**src/rtl/mips_pipe_pkg.sv**
```systemverilog
// ---------------------------------------------------------------------------
// mips_pipe_pkg
// Shared definitions for the pipelined MIPS core's ID/EX slice.
//   - CTRL_W and the bit position of every field in the 15-bit control bundle
//     {RegDst,ALUSrc,MemtoReg,RegWrite,MemRead,MemWrite,BranchNE,BranchEQ,
//      Jump,Jal,Jr,ALUOp[3:0]} (MSB first)
//   - ALUOp codes as an enum
//   - REG_RA, the link register written by jal
// ---------------------------------------------------------------------------
package mips_pipe_pkg;

  localparam int CTRL_W = 15;

  // Control bundle bit positions
  localparam int CTRL_REGDST   = 14;
  localparam int CTRL_ALUSRC   = 13;
  localparam int CTRL_MEMTOREG = 12;
  localparam int CTRL_REGWRITE = 11;
  localparam int CTRL_MEMREAD  = 10;
  localparam int CTRL_MEMWRITE = 9;
  localparam int CTRL_BRANCHNE = 8;
  localparam int CTRL_BRANCHEQ = 7;
  localparam int CTRL_JUMP     = 6;
  localparam int CTRL_JAL      = 5;
  localparam int CTRL_JR       = 4;
  localparam int CTRL_ALUOP_HI = 3;
  localparam int CTRL_ALUOP_LO = 0;

  typedef enum logic [3:0] {
    ALUOP_DEFAULT = 4'd0,
    ALUOP_ADDI    = 4'd1,
    ALUOP_ORI     = 4'd2,
    ALUOP_ANDI    = 4'd3,
    ALUOP_LUI     = 4'd4,
    ALUOP_SW      = 4'd5,
    ALUOP_LW      = 4'd6,
    ALUOP_BEQ     = 4'd7,
    ALUOP_BNE     = 4'd8,
    ALUOP_J       = 4'd9,
    ALUOP_JAL     = 4'd10,
    ALUOP_RTYPE   = 4'd15
  } alu_op_e;

  // Same layout as the packed control vector, for readable field access
  typedef struct packed {
    logic    reg_dst;
    logic    alu_src;
    logic    mem_to_reg;
    logic    reg_write;
    logic    mem_read;
    logic    mem_write;
    logic    branch_ne;
    logic    branch_eq;
    logic    jump;
    logic    jal;
    logic    jr;
    alu_op_e alu_op;
  } ctrl_t;

  localparam int REG_RA = 31;

endpackage

```
**src/rtl/id_ex_stage_hazard_detect.sv**
```systemverilog
// ---------------------------------------------------------------------------
// hazard_detect
// Purely combinational load-use and jr hazard detection for the ID/EX stage.
// Ports:
//   id_regdst/id_memwrite/id_branch_eq/id_branch_ne/id_jump/id_jal/id_jr
//                          decoded control bits of the instruction in ID
//   id_rs, id_rt           source register indices in ID
//   ex_valid               EX holds a real instruction
//   ex_regdst/ex_regwrite/ex_memread/ex_jal  control bits of the EX instruction
//   ex_rt, ex_rd           register indices of the EX instruction
//   mem_regwrite, mem_wreg register-file write of the instruction in MEM
//   load_use               ID needs a value still being loaded in EX
//   jr_hazard              jr in ID needs a value not yet written back
// ---------------------------------------------------------------------------
module hazard_detect
  import mips_pipe_pkg::*;
#(
  parameter int REG_W = 5
) (
  input  logic             id_regdst,
  input  logic             id_memwrite,
  input  logic             id_branch_eq,
  input  logic             id_branch_ne,
  input  logic             id_jump,
  input  logic             id_jal,
  input  logic             id_jr,
  input  logic [REG_W-1:0] id_rs,
  input  logic [REG_W-1:0] id_rt,
  input  logic             ex_valid,
  input  logic             ex_regdst,
  input  logic             ex_regwrite,
  input  logic             ex_memread,
  input  logic             ex_jal,
  input  logic [REG_W-1:0] ex_rt,
  input  logic [REG_W-1:0] ex_rd,
  input  logic             mem_regwrite,
  input  logic [REG_W-1:0] mem_wreg,
  output logic             load_use,
  output logic             jr_hazard
);

  logic             uses_rs;
  logic             uses_rt;
  logic [REG_W-1:0] ex_wreg;
  logic             rs_nonzero;

  // j/jal take no register source; only R-type, stores and branches read rt
  assign uses_rs = !(id_jump || id_jal);
  assign uses_rt = id_regdst || id_memwrite || id_branch_eq || id_branch_ne;

  assign ex_wreg = ex_regdst ? ex_rd :
                   ex_jal    ? REG_W'(REG_RA) :
                               ex_rt;

  // $0 is hardwired, so a write to it never creates a dependency
  assign rs_nonzero = (id_rs != '0);

  assign load_use = ex_valid && ex_memread && (ex_rt != '0) &&
                    ((uses_rs && (ex_rt == id_rs)) ||
                     (uses_rt && (ex_rt == id_rt)));

  // jr reads rs in ID with no forwarding, so it waits on producers in EX and MEM
  assign jr_hazard = id_jr && rs_nonzero &&
                     ((ex_valid && ex_regwrite && (ex_wreg == id_rs)) ||
                      (mem_regwrite && (mem_wreg == id_rs)));

endmodule

```
**src/rtl/id_ex_stage.sv**
```systemverilog
// ---------------------------------------------------------------------------
// id_ex_stage
// ID/EX pipeline register of the pipelined MIPS core with load-use / jr
// stall generation and an optional stall-cycle counter.
// Optional feature macro: STALL_COUNTER_EN (builds the saturating counter;
// when undefined stall_count is tied to 0).
// Ports:
//   clk, reset             clock (rising edge), asynchronous active-low reset
//   flush                  kill the ID instruction (becomes a bubble)
//   id_valid, id_ctrl      ID instruction valid and its control bundle
//   id_pc4/rd1/rd2/imm     ID data fields
//   id_rs/rt/rd            ID register indices
//   mem_regwrite, mem_wreg MEM-stage register write
//   ex_*                   registered copies of the ID fields
//   stall                  combinational: hold PC and IF/ID this cycle
//   stall_count            saturating count of stall cycles
// ---------------------------------------------------------------------------
module id_ex_stage
  import mips_pipe_pkg::*;
#(
  parameter int DATA_W = 32,
  parameter int REG_W  = 5,
  parameter int CNT_W  = 16
) (
  input  logic              clk,
  input  logic              reset,
  input  logic              flush,
  input  logic              id_valid,
  input  logic [CTRL_W-1:0] id_ctrl,
  input  logic [DATA_W-1:0] id_pc4,
  input  logic [DATA_W-1:0] id_rd1,
  input  logic [DATA_W-1:0] id_rd2,
  input  logic [DATA_W-1:0] id_imm,
  input  logic [REG_W-1:0]  id_rs,
  input  logic [REG_W-1:0]  id_rt,
  input  logic [REG_W-1:0]  id_rd,
  input  logic              mem_regwrite,
  input  logic [REG_W-1:0]  mem_wreg,
  output logic              ex_valid,
  output logic [CTRL_W-1:0] ex_ctrl,
  output logic [DATA_W-1:0] ex_pc4,
  output logic [DATA_W-1:0] ex_rd1,
  output logic [DATA_W-1:0] ex_rd2,
  output logic [DATA_W-1:0] ex_imm,
  output logic [REG_W-1:0]  ex_rs,
  output logic [REG_W-1:0]  ex_rt,
  output logic [REG_W-1:0]  ex_rd,
  output logic              stall,
  output logic [CNT_W-1:0]  stall_count
);

  logic load_use;
  logic jr_hazard;

  hazard_detect #(
    .REG_W(REG_W)
  ) u_hazard_detect (
    .id_regdst    (id_ctrl[CTRL_REGDST]),
    .id_memwrite  (id_ctrl[CTRL_MEMWRITE]),
    .id_branch_eq (id_ctrl[CTRL_BRANCHEQ]),
    .id_branch_ne (id_ctrl[CTRL_BRANCHNE]),
    .id_jump      (id_ctrl[CTRL_JUMP]),
    .id_jal       (id_ctrl[CTRL_JAL]),
    .id_jr        (id_ctrl[CTRL_JR]),
    .id_rs        (id_rs),
    .id_rt        (id_rt),
    .ex_valid     (ex_valid),
    .ex_regdst    (ex_ctrl[CTRL_REGDST]),
    .ex_regwrite  (ex_ctrl[CTRL_REGWRITE]),
    .ex_memread   (ex_ctrl[CTRL_MEMREAD]),
    .ex_jal       (ex_ctrl[CTRL_JAL]),
    .ex_rt        (ex_rt),
    .ex_rd        (ex_rd),
    .mem_regwrite (mem_regwrite),
    .mem_wreg     (mem_wreg),
    .load_use     (load_use),
    .jr_hazard    (jr_hazard)
  );

  // A flush wins over a hazard so the wrong-path instruction is dropped
  // instead of stalled; gating with reset keeps stall low while in reset.
  assign stall = reset && id_valid && !flush && (load_use || jr_hazard);

  // Flush, stall and an empty ID slot all place a fully zeroed bubble in EX
  always_ff @(posedge clk or negedge reset) begin
    if (!reset) begin
      ex_valid <= 1'b0;
      ex_ctrl  <= '0;
      ex_pc4   <= '0;
      ex_rd1   <= '0;
      ex_rd2   <= '0;
      ex_imm   <= '0;
      ex_rs    <= '0;
      ex_rt    <= '0;
      ex_rd    <= '0;
    end else if (flush || stall || !id_valid) begin
      ex_valid <= 1'b0;
      ex_ctrl  <= '0;
      ex_pc4   <= '0;
      ex_rd1   <= '0;
      ex_rd2   <= '0;
      ex_imm   <= '0;
      ex_rs    <= '0;
      ex_rt    <= '0;
      ex_rd    <= '0;
    end else begin
      ex_valid <= 1'b1;
      ex_ctrl  <= id_ctrl;
      ex_pc4   <= id_pc4;
      ex_rd1   <= id_rd1;
      ex_rd2   <= id_rd2;
      ex_imm   <= id_imm;
      ex_rs    <= id_rs;
      ex_rt    <= id_rt;
      ex_rd    <= id_rd;
    end
  end

`ifdef STALL_COUNTER_EN
  logic [CNT_W-1:0] stall_cnt;

  // Counts every stalled cycle and sticks at all-ones; only reset clears it
  always_ff @(posedge clk or negedge reset) begin
    if (!reset) begin
      stall_cnt <= '0;
    end else if (stall && (stall_cnt != '1)) begin
      stall_cnt <= stall_cnt + CNT_W'(1);
    end
  end

  assign stall_count = stall_cnt;
`else
  assign stall_count = '0;
`endif

endmodule

```
**config.mk**
```make
export PLATFORM = sky130hd
export DESIGN_NAME = id_ex_stage
export DESIGN_NICKNAME = d
export VERILOG_FILES = /design/src/rtl/mips_pipe_pkg.sv /design/src/rtl/id_ex_stage_hazard_detect.sv /design/src/rtl/id_ex_stage.sv
export SDC_FILE = /design/constraint.sdc
export NUM_CORES = 1
export LEC_CHECK = 0
export ABC_AREA = 1
export CAP_MARGIN = 10
export CORE_AREA = 2 2 135 137
export CTS_CLUSTER_DIAMETER = 60
export DETAILED_ROUTE_END_ITERATION = 10
export DIE_AREA = 0 0 137 139
export PLACE_DENSITY = 0.83
export SETUP_SLACK_MARGIN = 0.05
export SLEW_MARGIN = 10
export SYNTH_ARGS = -nofsm -noshare
export SYNTH_HDL_FRONTEND = slang
export SYNTH_SLANG_ARGS = --single-unit
```
**constraint.sdc**
```tcl
create_clock -name clk -period 4.7 [get_ports clk]
set_input_delay 0.47 -clock clk [delete_from_list [all_inputs] [get_ports clk]]
set_output_delay 0.47 -clock clk [all_outputs]
set_load 0.02 [all_outputs]
```
==> results by group <==
Status
  • Status: complete, no violations

Timing
  • Worst slew pin tran: 922.9 ps
  • RSZ-0062 raised after global routing: no
  • Final setup violation count: 0
  • Max-slew violations: 0
  • Min Tclk post-route: 2977 ps
  • Post-route setup slack: 1723 ps
  • Worst Clk Skew: 8.875 ps
  • Max Clk Rate: 335.9 MHz
  • Slew HR: 38.47%
  • WHS: 77.33 ps
  • Final setup TNS: 0 ps
  • Post-route clock period utilization: 63.33%
  • Final hold vios: 0

Synth
  • Number of synthesized register bits: 159
  • Top cells by area, synth: dfrtp_1, inv_1, nor2_1
  • Top-area cell type share of the netlist area: 66.88%
  • Synth unique cells: 18
  • Cell Area, Synth: 5949 µm²
  • Ys flop type: dfrtp_1
  • Dominant cell type by area after synthesis: dfrtp_1
  • Mean Syn Cell Area: 9.690 µm²
  • Sequential share of the synthesized area: 66.88%
  • Most frequent cells after synthesis: inv_1, nor2_1, dfrtp_1
  • FFs w/ async S/R, synth: 100.0%
  • Syn Inst Count: 614
  • Number of synthesis warnings: 0
  • Number of flops mapped to enable cells by yosys: 0
  • Most frequent cell after synthesis: inv_1

Job
  • Max-Cap Viols: 0

Setup path
  • Worst EP required: 4230 ps
  • Crit-path slowest cell: clkdlybuf4s50_1
  • Cell mode on critical path: nand2_1
  • Max stage delay on crit path: 590 ps
  • Crit path launch type: register
  • WP data arrival: 2510 ps
  • CP max FO: 10
  • Reg-to-reg slack, setup: 2160 ps
  • Setup CP Type: register to output port
  • Crit path cell chain: nor2_4, nand2_1, nand3_1, nand2_1, nor2_1, nand3_1, nand2_1, nand2_1, nand2_1, nand2_1, inv_1, clkdlybuf4s50_1
  • CP Capture Type: output port

Global routing
  • Vias in the first global route: 5156
  • Tot GR Track Use: 18.52%
  • Largest net degree at the start of global routing: 89
  • Initial antenna violation count: 0
  • Total global routing overflow: 0
  • First-pass GRT wire length: 26830 µm

Clock network
  • Clock sink count: 159
  • Clock Latency Late Sink: 420 ps
  • Setup Fix Bufs, Post-CTS: 0
  • Clock Tree Buf Depth: 2
  • Total CTS buffers: 17
  • Clock Tree Root: clkbuf_16
  • CTS Hold Bufs: 0
  • CTS tree: built
  • Gates resized, CTS repair: 0
  • H-tree levels: 4
  • CTS clk-pin slew, worst paths: 70 ps

Floorplan
  • Boundary Pins: 344
  • Chip width: 137 µm
  • Starting utilization of the core area: 33.69%
  • Rows: 49
  • Die Y: 139 µm
  • Core ar.: 17660 µm²
  • Die area: 19040 µm²

Final layout
  • Multi-input logic area: 1057 µm²
  • Fin cells: 1182
  • Sequential Area: 3979 µm²
  • Fillers: 1515
  • P&R area growth vs syn: 65.99%
  • Nets: 1109
  • Layout cells sized above 1: 3.778%
  • N_diodes: 0

Routing
  • # DRC: 0
  • Drt via density: 4.110
  • Via count: 4858
  • Final wirelength: 17200 µm
  • Post-DRT Antenna Nets: 0
  • WL/cell: 14.55 µm
  • Pre-antenna DRT Iters: 4
  • Iter 0 DRT Violations: 175

Placed design
  • # port buffers: 327
  • Global placement routability congestion: 1.027
  • Placed wire-length estimate: 13000 µm
  • Placed Instances: 1151
  • Post-Place Worst Slack: 1772 ps

Pwr
  • Maximum VDD drop: 0.2274 mV
  • Pwr dens: 331.3 nW/µm²
  • Lkg Pwr: 5.134 nW

Worst hold path
  • Tightest Hold Check Type: input pin to asynchronous set/reset pin
==> worst max-delay path: cells and delay by family, from the launching register on <==
family / cells / cell delay, ps
buffers and inverters: 2 / 660
DFF: 1 / 520
and+or+nand+nor: 10 / 910
==> state kept, by name, summed over array words and instances, names as in the netlist <==
signal / flops
ex_imm: 32
ex_pc4: 32
ex_rd1: 32
ex_rd2: 32
ex_ctrl: 15
ex_rd: 5
ex_rs: 5
ex_rt: 5
ex_valid: 1
==> logic make-up after synthesis <==
kind of cell | synth area share [%]
simple gates | 14.43
buf+inv | 16.38
flops | 66.88
compound gates | 1.514
xor+xnor | 0.7360
other cells | 0.06303
==> routing by layer <==
| layer | track usage (%) | up-vias | part of all wire (%) |
|---|---|---|---|
| met5 | 0 | - | 0 |
| met4 | 6.674 | 0 | 2.8 |
| met3 | 11.07 | 29 | 15 |
| met2 | 31.95 | 270 | 50 |
| met1 | 18.02 | 2235 | 32 |
| li1 | - | 2324 | - |
==> per-stage QoR <==
| step | area, µm² | power, mW | utilization (%) |
|---|---|---|---|
| after floorplan | 6006 | 1.654 | - |
| after global placement | 9296 | 1.937 | 52.65 |
| after detailed placement | 9296 | 1.944 | 52.65 |
| after CTS | 9876 | 3.314 | 55.93 |
| after global routing | 9876 | 3.419 | 55.93 |
| final | 9876 | 3.271 | 55.93 |
==> report_power, final <==
part	total, mW	internal, mW	switching, mW
combinational	0.475	0.244	0.231
sequential	1.44	1.42	0.0191
clock	1.36	0.799	0.558
total	3.27	2.46	0.808
==> cells in the final DEF, fill, tap and decap left out <==
master / count
clkbuf_16: 17
buf_4: 3
a21oi_1: 5
xor2_1: 4
nor2_4: 1
nand4_1: 4
inv_1: 175
o21ai_0: 5
xnor2_1: 1
o22ai_1: 4
dfrtp_1: 159
bufinv_16: 2
buf_12: 1
clkbuf_8: 1
clkinvlp_4: 5
nand3_1: 10
o211ai_1: 2
clkinv_4: 1
nor2_1: 167
clkdlybuf4s50_1: 326
nand2_4: 1
clkbuf_1: 2
buf_6: 1
inv_6: 3
conb_1: 16
nand2_1: 37
==> final timing paths <==
check	from	end	cells past startpoint
max reg2reg	ex_ctrl[14]	ex_pc4[27]	13
min reg2reg	ex_ctrl[10]	ex_rd[2]	7
min	reset	ex_ctrl[3]	1
max in group asynchronous	reset	ex_rd2[12]	2
min in group clk	id_rd2[29]	ex_rd2[29]	3
max	ex_ctrl[14]	stall	12
==> layout make-up <==
type,count,share of cell area [%]
Timing Repair Buffer,331,33.59
Sequential cell,159,40.29
Inverter,175,6.651
Multi-Input combinational cell,257,10.71
Tap cell,229,2.901
Clock buffer,20,4.523
Clock inverter,11,1.343
(Power assumes the default switching activity.)
